$ cat src/rtl/adder_pkg.sv
// Shared helpers for the pipelined adder: chunk sizing and the
// parameter legality check used at elaboration time.
package adder_pkg;

    // Bits resolved by each pipeline stage.
    function automatic int chunk_width(input int width, input int stages);
        return width / stages;
    endfunction

    // The carry chain can only be split evenly when WIDTH is a multiple of STAGES.
    function automatic bit chunk_ok(input int width, input int stages);
        return (stages >= 1) && (width >= stages) && ((width % stages) == 0);
    endfunction

endpackage

$ cat src/rtl/adder_slice.sv
// Combinational CHUNK-bit adder slice: s/cout = a + b + cin.
// msb_cin is the carry entering the slice's top bit, needed for signed
// overflow detection on the most significant slice.
module adder_slice #(
    parameter int CHUNK = 4
) (
    input  logic [CHUNK-1:0] a,
    input  logic [CHUNK-1:0] b,
    input  logic             cin,
    output logic [CHUNK-1:0] s,
    output logic             cout,
    output logic             msb_cin
);

    // Ripple add of one chunk, one bit wider to expose the carry out.
    always_comb begin
        {cout, s} = (CHUNK+1)'(a) + (CHUNK+1)'(b) + (CHUNK+1)'(cin);
    end

    // Sum bit = a ^ b ^ carry_in, so the carry into the top bit falls out of the sum.
    assign msb_cin = a[CHUNK-1] ^ b[CHUNK-1] ^ s[CHUNK-1];

endmodule

$ cat src/rtl/pipelined_adder.sv
// Pipelined WIDTH-bit adder (a + b + carry_in) with the carry chain split
// over STAGES register stages and valid/ready flow control that squeezes
// out bubbles. Optional signed overflow output: define OVERFLOW_DETECT_EN.
module pipelined_adder
    import adder_pkg::*;
#(
    parameter int WIDTH  = 16,
    parameter int STAGES = 4
) (
    input  logic             clk,
    input  logic             rst_n,
    input  logic             in_valid,
    output logic             in_ready,
    input  logic [WIDTH-1:0] a,
    input  logic [WIDTH-1:0] b,
    input  logic             carry_in,
    output logic             out_valid,
    input  logic             out_ready,
    output logic [WIDTH-1:0] sum,
    output logic             carry_out
`ifdef OVERFLOW_DETECT_EN
    ,
    output logic             overflow
`endif
);

    localparam int CHUNK = chunk_width(WIDTH, STAGES);

    if (!chunk_ok(WIDTH, STAGES)) begin : g_bad_params
        $error("pipelined_adder: WIDTH must be a non-zero multiple of STAGES");
    end

    // Per-stage state: valid bit, carry out of the stage's chunk, the sum
    // bits resolved so far, and the operands whose upper chunks are still pending.
    logic [STAGES-1:0]            valid_q, valid_d;
    logic [STAGES-1:0]            carry_q, carry_d;
    logic [STAGES-1:0][WIDTH-1:0] a_q, a_d;
    logic [STAGES-1:0][WIDTH-1:0] b_q, b_d;
    logic [STAGES-1:0][WIDTH-1:0] sum_q, sum_d;

    // Stage inputs (from the ports for stage 0, from the previous stage otherwise).
    logic [STAGES-1:0]            vin;
    logic [STAGES-1:0]            cin_s;
    logic [STAGES-1:0][WIDTH-1:0] a_in, b_in, sum_in;

    // Slice adder results.
    logic [STAGES-1:0][CHUNK-1:0] s_slice;
    logic [STAGES-1:0]            cout_slice;
    logic [STAGES-1:0]            msb_slice;

    logic [STAGES-1:0]            adv;

    // Advance chain: a stage may capture when it is empty or the stage
    // downstream of it is moving; this is what collapses bubbles under stall.
    always_comb begin
        adv = '0;
        adv[STAGES-1] = !valid_q[STAGES-1] | out_ready;
        for (int k = STAGES - 2; k >= 0; k--) begin
            adv[k] = !valid_q[k] | adv[k+1];
        end
    end

    assign in_ready = adv[0];

    for (genvar gi = 0; gi < STAGES; gi++) begin : g_stage
        if (gi == 0) begin : g_first
            assign vin[gi]    = in_valid;
            assign cin_s[gi]  = carry_in;
            assign a_in[gi]   = a;
            assign b_in[gi]   = b;
            assign sum_in[gi] = '0;
        end else begin : g_next
            assign vin[gi]    = valid_q[gi-1];
            assign cin_s[gi]  = carry_q[gi-1];
            assign a_in[gi]   = a_q[gi-1];
            assign b_in[gi]   = b_q[gi-1];
            assign sum_in[gi] = sum_q[gi-1];
        end

        adder_slice #(
            .CHUNK (CHUNK)
        ) u_slice (
            .a       (a_in[gi][CHUNK*gi +: CHUNK]),
            .b       (b_in[gi][CHUNK*gi +: CHUNK]),
            .cin     (cin_s[gi]),
            .s       (s_slice[gi]),
            .cout    (cout_slice[gi]),
            .msb_cin (msb_slice[gi])
        );

        // Bits above the resolved region are always zero, so OR-ing the new
        // chunk in place is enough to merge it with the lower sum bits.
        assign valid_d[gi] = adv[gi] ? vin[gi] : valid_q[gi];
        assign carry_d[gi] = adv[gi] ? cout_slice[gi] : carry_q[gi];
        assign a_d[gi]     = adv[gi] ? a_in[gi] : a_q[gi];
        assign b_d[gi]     = adv[gi] ? b_in[gi] : b_q[gi];
        assign sum_d[gi]   = adv[gi] ? (sum_in[gi] | (WIDTH'(s_slice[gi]) << (CHUNK*gi)))
                                     : sum_q[gi];
    end

    // Pipeline registers; data is cleared too so nothing undefined reaches the outputs.
    always_ff @(posedge clk or negedge rst_n) begin
        if (!rst_n) begin
            valid_q <= '0;
            carry_q <= '0;
            a_q     <= '0;
            b_q     <= '0;
            sum_q   <= '0;
        end else begin
            valid_q <= valid_d;
            carry_q <= carry_d;
            a_q     <= a_d;
            b_q     <= b_d;
            sum_q   <= sum_d;
        end
    end

    assign out_valid = valid_q[STAGES-1];
    assign sum       = sum_q[STAGES-1];
    assign carry_out = carry_q[STAGES-1];

`ifdef OVERFLOW_DETECT_EN
    logic ovf_q, ovf_d;

    // Signed overflow = carry into the MSB differs from carry out of it.
    assign ovf_d = adv[STAGES-1] ? (msb_slice[STAGES-1] ^ cout_slice[STAGES-1]) : ovf_q;

    // Overflow flag travels with the last stage, same valid and latency as sum.
    always_ff @(posedge clk or negedge rst_n) begin
        if (!rst_n) begin
            ovf_q <= 1'b0;
        end else begin
            ovf_q <= ovf_d;
        end
    end

    assign overflow = ovf_q;
`endif

    // Operand bits below each stage's chunk and the final-stage operands are
    // never consumed; they are kept full width for uniform stage structure.
    logic unused_bits;
    assign unused_bits = ^{a_q, b_q, msb_slice};

endmodule

$ cat config.mk
export PLATFORM = sky130hd
export DESIGN_NAME = pipelined_adder
export DESIGN_NICKNAME = d
export VERILOG_FILES = /design/src/rtl/adder_pkg.sv /design/src/rtl/adder_slice.sv /design/src/rtl/pipelined_adder.sv
export SDC_FILE = /design/constraint.sdc
export NUM_CORES = 1
export LEC_CHECK = 0
export BUFFER_PORTS_ARGS = -buffer_cell sky130_fd_sc_hd__buf_4
export CORE_MARGIN = 3
export CORE_UTILIZATION = 40
export CTS_BUF_LIST = sky130_fd_sc_hd__clkbuf_4
export CTS_CLUSTER_DIAMETER = 40
export CTS_CLUSTER_SIZE = 12
export DETAILED_ROUTE_END_ITERATION = 10
export GPL_TIMING_DRIVEN = 0
export PLACE_DENSITY = 0.58
export SETUP_SLACK_MARGIN = 0.4
export SYNTH_ARGS = -nofsm -noshare
export SYNTH_HDL_FRONTEND = slang
export SYNTH_SLANG_ARGS = --single-unit
$ cat constraint.sdc
create_clock -name clk -period 2.1 [get_ports clk]
set_clock_uncertainty 0.15 [all_clocks]
set_input_delay 0.525 -clock clk [delete_from_list [all_inputs] [get_ports clk]]
set_output_delay 0.525 -clock clk [all_outputs]
set_load 0.01 [all_outputs]
After elaboration in Yosys (flattened, before gate mapping) --
Index checks and enable logic that the tools add are counted.
Storage, ports and cells: word-level logic and storage cells 37, register bits 156, output and inout bits 19, bits of input ports 37
Operators by class: bitwise gates (word level) 7, add/subtract/negate cells 8, reductions and logical operators 4
Operators with widths (number):
- 4-bit by 4-bit adder with 5-bit output | 4
- 5-bit by 1-bit adder with 5-bit output | 4
- 16-bit by 12-bit bitwise OR with 16-bit output | 1
- 16-bit bitwise OR | 1
- 4-bit by 8-bit bitwise OR with 8-bit output | 1
- 1-bit logical NOT | 4
- 1-bit bitwise OR | 4

Depth between registers and ports, before layout --
Gate-level depths: netlist of the first run.
depth after elaboration 5, mapped depth 6, gate-level depth less buffers 6

By module --
Synthesis of the first run repeated with hierarchy kept, for this count alone.
Unflattened totals: cells, all modules 275, area, all modules 4245.3 um^2
By module, submodules not included:
- pipelined_adder | area an instance 3679.8 um^2, cells an instance 207, instances 1, seq. area each 2402.3 um^2
- adder_slice | area an instance 141.4 um^2, cells an instance 17, instances 4, seq. area each 0.0 um^2

Least setup slack after synthesis of the first run --
No wires, ideal clock.
path kind register to register, from register a_q (netlist bit a_in[40]), to register carry_q[2], path buffers 0, arrival time 1.598 ns, stages on the path, launching flop included 6, setup slack 0.215 ns, cell sequence dfrtp_1 fa_1 fa_1 a21o_1 a21oi_1 a21oi_1
Between the ends: longest elaborated chain between the ends 2
Ends and longest elaborated chain:
- from (decl) | line pipelined_adder.sv:37 | logic [STAGES-1:0][WIDTH-1:0] a_q, a_d;
- from (signal assigned) | line pipelined_adder.sv:106 | a_q <= '0;
- from (signal assigned) | line pipelined_adder.sv:112 | a_q <= a_d;
- 4-bit by 4-bit adder with 5-bit output | line adder_slice.sv:17 | {cout, s} = (CHUNK+1)'(a) + (CHUNK+1)'(b) + (CHUNK+1)'(cin);
- 5-bit by 1-bit adder with 5-bit output | line adder_slice.sv:17
- to (signal assigned) | line pipelined_adder.sv:111 | carry_q <= carry_d;
- to (decl) | line pipelined_adder.sv:36 | logic [STAGES-1:0] carry_q, carry_d;
No other way between the ends. A chain may end at the register's enable or synchronous reset.

Worst setup path after layout of the first run --
from register valid_q[3], to output in_ready
Between the ends: longest elaborated chain between the ends 5
Ends and longest elaborated chain:
- from (decl) | line pipelined_adder.sv:35 | logic [STAGES-1:0] valid_q, valid_d;
- from (signal assigned) | line pipelined_adder.sv:110 | valid_q <= valid_d;
- 1-bit logical NOT | line pipelined_adder.sv:57 | adv[STAGES-1] = !valid_q[STAGES-1] | out_ready;
- 1-bit bitwise OR | line pipelined_adder.sv:57
- 1-bit bitwise OR (3 in series) | line pipelined_adder.sv:59 | adv[k] = !valid_q[k] | adv[k+1];
- to (decl) | line pipelined_adder.sv:13 | output logic in_ready,
No other way between the ends.

==> reports/qor.yml, run 1 <==
status:
  status: "complete, but fails checks"
  violations: "negative setup slack"
setup_path:
  critical_path.max_stage_delay_ns: 0.39
  crit_required_ns: 1.42
  cp_top_family: "flip-flops"
  crit_path_frequent_cell: "buf_6"
  cp-start-kind: "register"
  crit_chain: "and4b_1, buf_6, nand2_4, buf_12, buf_6"
  crit_buf_inv: 3
  critPathArrivalTime_ns: 1.45
  critPathMaxFanout: 2
  slowest_stage: "dfrtp_1"
  cp.depth: 5
  end_kind: "primary output"
  r2r_cells: 5
  critical_path_class: "register to primary output"
  r2r_slack_ns: 0.27
power:
  p_total_uw: 5340
  powerDensity_nw_per_um2: 998
  ir_drop_mv: 0.364
  p_leak_uw: 0.00270
synth:
  synth_area_um2: 4230
  ys_seq_area_share_pct: 56.8
  yosys_warnings: 0
  postSynthAreaPerCell_um2: 11.5
  syn_nets: 426
  netlist_top_cells_area: "dfrtp_1 57%, nand2_1 10%, mux2_4 9.2%, fa_1 3.8%, ha_1 3.5%"
  yosys_register_bits: 96
  yosysTopAreaCellShare_pct: 56.8
  syn_inst: 369
  yosys.area.top_type: "dfrtp_1"
  async_flop_share_pct: 100
  synth-edff-count: 0
  synthDistinctLibCells: 37
  synth-main-ff-cell: "dfrtp_1"
detailed_routing:
  dr_wl_met2_um: 3620
  drt_pass1_iterations: 4
  vias_per_cell: 4.61
  drtIter0Drc: 79
  route.met3.wl_um: 275
  drc_errors: 0
  top_layer_used: "met4"
  wl_per_cell_um: 13.6
  wirelength_um: 8140
  route.vias.total: 2759
  ant_nets: 0
  wl_met1_um: 4090
sta:
  fin_ws_ns: -0.0282
  hold_ws_ns: 0.101
  tns_ns: -0.0282
  period_share_pct: 101
  rsz0062_at_grt: "true"
  timing.slew.headroom_pct: 19.9
  fin_crit_ns: 2.13
  setup_viol: 1
  final-hold-violation-count: 0
  drv_slew: 0
  fmax_mhz: 470
  tightest_slew_ns: 1.20
placed_design:
  hpwl_um: 5550
  routabilityCongestion: 0.737
  dp.cells: 557
  port-buffer-count: 55
global_route:
  grt_start_max_net_pins: 97
  grt_overflow: 0
  grt_use_total_pct: 15.2
  first_global_vias: 2797
  antenna_found_initial: 1
  grt_pass1_wl_um: 13800
cts:
  cts_max_path_buffers: 2
  clk_pin_slew_worst_paths_ns: 0.14
  hold_buffers: 0
  clock-sinks: 96
  cts-root-buf: "clkbuf_4"
  cts_tree: "built"
  htree_levels: 3
  clk_latency_ns: 0.45
  numCtsBuffers: 9
cells_and_area:
  area_growth_pct: 26.5
  postLayoutCoreUtil_pct: 53.3
  drive_above_1_share_pct: 35.5
  layout.nets: 517
  final_cells: 599
job:
  maxCapViolations: 0
floorplan:
  die_y_um: 109
  die_area_um2: 11900
  die_w_um: 109
  ios: 56
  row_count: 36
  core_area_um2: 10000
  start_util_pct: 42.1
min_path:
  hold_depth: 2
  hold_path.class: "primary input to register"
-- per-layer routing --
layer / vias up / track usage (%)
met5: - / 0
met4: 0 / 6.76
met3: 10 / 3.14
met2: 43 / 21.6
met1: 1309 / 22.3
li1: 1397 / -
-- report_power, final --
group / leakage, uW / switching (uW) / total, uW / internal (uW)
registers: 0.00113 / 311 / 2620 / 2310
logic: 0.00150 / 711 / 1750 / 1040
clock network: 0.0000769 / 613 / 966 / 354
total: 0.00270 / 1640 / 5340 / 3710
-- area by class of cell --
cell class	instances	area, um2
fill	927	4690
sequential	96	2400
multi-input combinational	242	1760
timing repair buffer	80	711
tap	133	166
buffer	15	126
clock buffer	9	67.6
clock inverter	7	62.6
inverter	16	60.1
antenna	1	2.50
-- state kept, by name, indices dropped and copies added (netlist names) --
| name | count |
|---|---|
| valid_q | 4 |
| carry_q | 4 |
| a_in | 24 |
| sum_in | 24 |
| b_in | 24 |
| sum | 16 |
-- synthesized netlist by cell type (7+ instances only) --
| cell | n |
|---|---|
| nand2_1 | 116 |
| a21oi_1 | 12 |
| mux2_4 | 26 |
| nor2_1 | 10 |
| dfrtp_1 | 96 |
| o21ai_0 | 8 |
| mux2_2 | 13 |
| ha_1 | 12 |
| clkbuf_1 | 7 |
| fa_1 | 8 |
| inv_1 | 16 |
-- per-stage QoR --
step           setup WS, ns  cell area, um2
5_1_grt              -0.112            5360
3_3_place_gp        -0.0140            4830
6_report            -0.0282            5360
4_1_cts             -0.0534            5160
2_1_floorplan         0.332            4250
3_5_place_dp        -0.0156            4830
-- final timing paths --
check | to | startpoint
setup / recovery | in_ready | valid_q[3]
hold / removal | valid_q[0] | in_valid
setup reg to reg | carry_q[2] | carry_q[1]
hold reg to reg | sum_in[54] | sum_in[54]
max in group asynchronous | sum[14] | rst_n
min in group asynchronous | b_in[29] | rst_n
-- worst register-to-register path: stages, from the launching register on --
cell and delay, ns:
dfrtp_1 0.43, fa_2 0.42, fa_2 0.38, a21o_1 0.18, a21oi_2 0.10, a21oi_1 0.06
-- cell usage in the layout, fill, tap and decap left out, types with 5 or more instances in the layout --
cell type,instances
buf_6,19
nand2_1,116
a21oi_1,9
mux2_2,13
ha_1,10
clkbuf_4,10
nor2_1,10
buf_4,60
mux2_4,26
fa_2,8
inv_1,13
dfrtp_1,96
o21ai_0,5
-- logic make-up after synthesis --
kind of cell | count (synthesis) | share of synthesized area (%)
AOI/OAI and AO/OA | 29 | 3.96
and+or+nand+nor | 149 | 14.8
muxes | 40 | 12.9
xor gates and xnor gates | 4 | 0.828
adders and majority gates | 20 | 7.33
buffers and inverters | 31 | 3.46
DFF | 96 | 56.8
-- timing repair --
action                                  4_1_cts  5_1_grt
resized for setup                            18       34
endpoints found under the setup margin       24       93
setup buffers                                17        6
gates cloned                                  0        2
pin swaps                                     3        6
(Power assumes the default switching activity.)
==> run 2, diff against run 1 <==
--- a/config.mk
+++ b/config.mk
@@ -6,6 +6,8 @@
 export NUM_CORES = 1
 export LEC_CHECK = 0
 export BUFFER_PORTS_ARGS = -buffer_cell sky130_fd_sc_hd__buf_4
+export CELL_PAD_IN_SITES_DETAIL_PLACEMENT = 0
+export CELL_PAD_IN_SITES_GLOBAL_PLACEMENT = 1
 export CORE_MARGIN = 3
 export CORE_UTILIZATION = 40
 export CTS_BUF_LIST = sky130_fd_sc_hd__clkbuf_4
@@ -13,8 +15,9 @@
 export CTS_CLUSTER_SIZE = 12
 export DETAILED_ROUTE_END_ITERATION = 10
 export GPL_TIMING_DRIVEN = 0
-export PLACE_DENSITY = 0.58
+export PLACE_DENSITY = 0.67
 export SETUP_SLACK_MARGIN = 0.4
 export SYNTH_ARGS = -nofsm -noshare
 export SYNTH_HDL_FRONTEND = slang
+export SYNTH_HIERARCHICAL = 1
 export SYNTH_SLANG_ARGS = --single-unit
==> reports/qor.yml, run 2 <==
global_route:
  grt_pass1_wl_um: 12500
  first_global_vias: 2435
  grt_overflow: 0
  grt_start_max_net_pins: 97
  grt_use_total_pct: 14.1
  antenna_found_initial: 1
floorplan:
  die_w_um: 109
  ios: 56
  core_area_um2: 10000
  die_y_um: 109
  die_area_um2: 11900
  start_util_pct: 42.3
  row_count: 36
cells_and_area:
  stdcell_area_um2: 5460
  postLayoutCoreUtil_pct: 54.3
  area_growth_pct: 28.5
  fill_cells: 850
  drive_above_1_share_pct: 60.4
  regArea_um2: 2400
  final_common_cell: "dfrtp_1"
  multi_input_area_um2: 1840
  final_cells: 503
  layout.nets: 421
  layout_common_cells: "95 x dfrtp_1, 54 x buf_4, 53 x mux2_2"
cts:
  cts_max_path_buffers: 2
  cts-root-buf: "clkbuf_4"
  htree_levels: 3
  clk_pin_slew_worst_paths_ns: 0.15
  numCtsBuffers: 9
  clock-sinks: 96
  hold_buffers: 0
  cts_tree: "built"
  clk_latency_ns: 0.43
detailed_routing:
  drt_pass1_iterations: 4
  drc_errors: 0
  wl_per_cell_um: 15.2
  ant_nets: 0
  wirelength_um: 7630
  drtIter0Drc: 89
  route.vias.total: 2362
  vias_per_cell: 4.70
power:
  p_leak_uw: 0.00262
  p_total_uw: 5610
  ir_drop_mv: 0.460
  powerDensity_nw_per_um2: 1030
setup_path:
  critPathMaxFanout: 2
  critPathArrivalTime_ns: 1.53
  slowest_stage: "dfrtp_1"
  critical_path_class: "register to primary output"
  crit_chain: "nand4b_4, or2_1, buf_6, buf_12, buf_6"
  crit_required_ns: 1.42
  critical_path.max_stage_delay_ns: 0.41
  cp-start-kind: "register"
  end_kind: "primary output"
  crit_path_frequent_cell: "buf_6"
placed_design:
  routabilityCongestion: 0.732
  dpl_cell_area_um2: 4850
  dp.cells: 463
  dpl_worst_slack_ns: -0.210
  hpwl_um: 4890
  port-buffer-count: 55
synth:
  async_flop_share_pct: 100
  postSynthAreaPerCell_um2: 15.4
  yosys.area_share.xor_xnor_pct: 1.65
  synth_area_um2: 4250
  synthDistinctLibCells: 20
  synth-simple-area-share_pct: 3.57
  yosys.area_share.adder_pct: 7.31
  syn_inst: 275
  yosys.area.top_type: "dfrtp_1"
  synth-main-ff-cell: "dfrtp_1"
  yosysMostFrequentCell: "dfrtp_1"
  yosys_register_bits: 96
  yosysTopAreaCellShare_pct: 56.6
  yosys_warnings: 6
  synth_commonest_cells: "96 x dfrtp_1, 64 x mux2_2, 28 x mux2_4"
  synth_top_family_by_area: "multiplexers"
  synth_mux_area_share_pct: 26.9
  synth_compound_area_share_pct: 0.943
  syn_nets: 332
  synth-edff-count: 0
  ys_seq_area_share_pct: 56.6
  netlist_top_cells_area: "dfrtp_1 57%, mux2_2 17%, mux2_4 9.9%, fa_1 3.8%, ha_1 3.5%"
status:
  status: "complete, but fails checks"
  violations: "negative setup slack"
sta:
  rsz0062_at_grt: "true"
  drv_slew: 0
  fin_crit_ns: 2.21
  final-hold-violation-count: 0
  tightest_slew_ns: 1.19
  setup_viol: 1
  timing.slew.headroom_pct: 20.8
  period_share_pct: 105
  fmax_mhz: 453
  fin_ws_ns: -0.108
job:
  maxCapViolations: 0
min_path:
  hold_path.class: "primary input to async pin"
## run 2: cell types whose count changed in the layout (fill, tap and decap cells not counted), sizes merged, moves of 4 or more
cell and change:
clkbuf -11, mux2 +53, a21oi -8, nand2b +4
nand2 -112, o21ai -4, nor2 -10
## run 2: per-stage QoR
stage | hold slack, ns | TNS (ns)
after floorplan | 0.0794 | 0
after global placement | 0.269 | -0.209
after detailed placement | 0.279 | -0.210
after CTS | 0.117 | -0.174
after global routing | 0.101 | -0.210
final | 0.137 | -0.108
## run 2: path summary, 6_finish.rpt
kind / from / to / slack (ns) / depth (start not counted)
worst min register to register: valid_q[0] / valid_q[1] / 0.30 / 2
max in group asynchronous: rst_n / valid_q[3] / 0.84 / 1
worst max-delay path: valid_q[2] / in_ready / -0.11 / 5
worst max register to register: carry_q[2] / carry_q[3] / 0.22 / 7
min in group clk: b[13] / b_in[29] / 0.16 / 2
worst min-delay path: rst_n / b_in[45] / 0.14 / 1
## run 2: per-layer routing
| layer | track usage [%] | share of wire [%] | wire, um |
|---|---|---|---|
| met5 | 0 | 0 | 0 |
| met4 | 4.60 | 0.97 | 74 |
| met3 | 3.91 | 3.9 | 298 |
| met2 | 21.8 | 49 | 3720 |
| met1 | 19.1 | 46 | 3540 |
## run 2: cell families after synthesis
group                      after synthesis
buffers and inverters                   27
AOI/OAI and AO/OA                        8
and+or+nand+nor                         24
muxes                                   92
xor gates and xnor gates                 8
DFF                                     96
adders and majority gates               20
## run 2: final cells by class
type	instances	area share, %
Clock inverter	7	0.894
Antenna cell	1	0.0459
Multi-Input combinational cell	152	33.8
Buffer	10	2.55
Clock buffer	9	1.24
Inverter	17	1.17
Tap cell	133	3.05
Sequential cell	96	44.0
Timing Repair Buffer	78	13.2
## run 2: what timing repair did
item	4_1_cts	5_1_grt
buffers inserted	14	7
pin swaps	15	8
resized for setup	45	24
gates cloned	2	0
endpoints found under the setup margin	70	91
## run 2: where the power goes
part           internal, uW  total, uW  leakage (uW)  switching (uW)
clock                   241        858     0.0000556             616
sequential             2350       2680       0.00112             323
combinational          1360       2070       0.00145             714
## run 2: critical path: cells and delay by family (launching register included)
family / cells / cell delay, ns
buffers and inverters: 3 / 0.36
DFF: 1 / 0.41
and+or+nand+nor: 2 / 0.35
==> run 3, diff against run 2 <==
--- a/config.mk
+++ b/config.mk
@@ -16,8 +16,8 @@
 export DETAILED_ROUTE_END_ITERATION = 10
 export GPL_TIMING_DRIVEN = 0
 export PLACE_DENSITY = 0.67
-export SETUP_SLACK_MARGIN = 0.4
 export SYNTH_ARGS = -nofsm -noshare
 export SYNTH_HDL_FRONTEND = slang
 export SYNTH_HIERARCHICAL = 1
 export SYNTH_SLANG_ARGS = --single-unit
+export TNS_END_PERCENT = 30
==> reports/qor.yml, run 3 (same netlist as run 2, synthesis figures left out) <==
detailed_routing:
  drt_pass1_iterations: 4
  drtIter0Drc: 80
  route.vias.total: 2267
  vias_per_cell: 4.71
  ant_nets: 0
  wirelength_um: 7120
  drc_errors: 0
  wl_per_cell_um: 14.8
cells_and_area:
  antenna_cells: 0
  layout_common_cells: "96 x dfrtp_1, 64 x mux2_2, 60 x buf_4"
  area_growth_pct: 18.6
  stdcell_area_um2: 5030
  final_common_cell: "dfrtp_1"
  drive_above_1_share_pct: 50.9
  layout.nets: 402
  fill_cells: 860
global_route:
  first_global_vias: 2324
  grt_use_total_pct: 13.3
  grt_pass1_wl_um: 11900
  grt_use_met3_pct: 3.43
  grt_start_max_net_pins: 97
  antenna_found_initial: 0
  grt_overflow: 0
  grt-busiest-layer: "met2"
  use_met2_pct: 20.9
  grt_use_met1_pct: 18.1
setup_path:
  r2r_cells: 7
  crit_required_ns: 1.42
  crit_chain: "nand4b_4, or2_4, buf_6"
  critPathArrivalTime_ns: 1.34
  cp.depth: 3
  crit_buf_inv: 1
  cp_top_family: "flip-flops"
  critical_path_class: "register to primary output"
  critPathMaxFanout: 3
  cp-start-kind: "register"
  slowest_stage: "dfrtp_1"
  end_kind: "primary output"
  critical_path.max_stage_delay_ns: 0.41
placed_design:
  port-buffer-count: 55
  dpl_worst_slack_ns: -0.226
  routabilityCongestion: 0.723
  dpl_cell_area_um2: 4820
  hpwl_um: 4820
cts:
  numCtsBuffers: 9
  htree_levels: 3
  clock-sinks: 96
  clk_latency_ns: 0.42
  clk_pin_slew_worst_paths_ns: 0.14
  cts_max_path_buffers: 2
  cts_tree: "built"
  cts-root-buf: "clkbuf_4"
  hold_buffers: 0
job:
  maxCapViolations: 0
power:
  powerDensity_nw_per_um2: 1060
  internal-power_uw: 3890
  p_total_uw: 5340
  switchingPower_uw: 1450
  p_seq_share_pct: 49.5
  ir_drop_mv: 0.456
  p_leak_uw: 0.00240
  p_clk_share_pct: 21.8
  p_comb_share_pct: 28.8
  power.share.switching_pct: 27.1
floorplan:
  die_y_um: 109
  die_w_um: 109
  core_area_um2: 10000
  ios: 56
  start_util_pct: 42.3
  row_count: 36
  die_area_um2: 11900
sta:
  fin_ws_ns: 0.0868
  fin_crit_ns: 2.01
  final-hold-violation-count: 0
  hold_ws_ns: 0.151
  drv_slew: 0
  timing.slew.headroom_pct: 20.5
  tightest_slew_ns: 1.19
  rsz0062_at_grt: "true"
  setup_viol: 0
  period_share_pct: 95.9
  fmax_mhz: 497
status:
  status: "finished clean"
min_path:
  hold_path.class: "primary input to async pin"
run 3: cell count changes in the layout (fill, tap and decap cells not counted), moves of 7 or more:
cell,before,now
fa_1,0,7
mux2_2,53,64
mux2_4,39,28
fa_2,8,1
buf_6,28,3
run 3: through the flow:
stage / TNS (ns) / utilization, % / std cells
finish: 0 / 50.1 / 481
global route: -0.00137 / 50.1 / 481
CTS: -0.0675 / 50.2 / 481
detailed placement: -0.285 / 48.0 / 463
global placement: -0.294 / 48.0 / 463
floorplan: 0 / - / 275
run 3: power by group through the flow:
| stage | Clock (uW) | Sequential (uW) | Combinational [uW] |
|---|---|---|---|
| finish | 1160 | 2640 | 1540 |
| global route | 1280 | 2710 | 1720 |
| CTS | 1210 | 2650 | 1580 |
| detailed placement | 0 | 2690 | 1550 |
| global placement | 0 | 2680 | 1520 |
| floorplan | 0 | 2680 | 951 |
run 3: layer usage:
metal  wire length, um  share of wire, %
met3               274               3.8
met4                78               1.1
met1              3400                48
met2              3360                47
met5                 0                 0
run 3: worst paths after layout:
check	startpoint	end	slack, ns
worst max-delay path	valid_q[3]	in_ready	0.09
worst min-delay path	rst_n	b_in[26]	0.15
worst max register to register	a_in[20]	carry_q[1]	0.13
worst min register to register	valid_q[0]	valid_q[1]	0.32
max in group asynchronous	rst_n	a_in[46]	0.85
min in group clk	in_valid	valid_q[0]	0.17
run 3: layout make-up:
type / count / area, um2 / share of cell area, %
plain buffers: 8 / 51.3 / 1.02
inverters: 17 / 63.8 / 1.27
multi-input cells: 152 / 1720 / 34.1
well taps: 133 / 166 / 3.31
repair buffers: 61 / 462 / 9.17
clock buffers: 10 / 75.1 / 1.49
flip-flops and latches: 96 / 2400 / 47.7
clock inverters: 4 / 95.1 / 1.89
run 3: what timing repair did:
action / in CTS / in global routing
cloned: 0 / 0
pin swaps: 2 / 2
resized for setup: 4 / 2
endpoints found under the setup margin: 1 / 2
setup buffers: 5 / 1
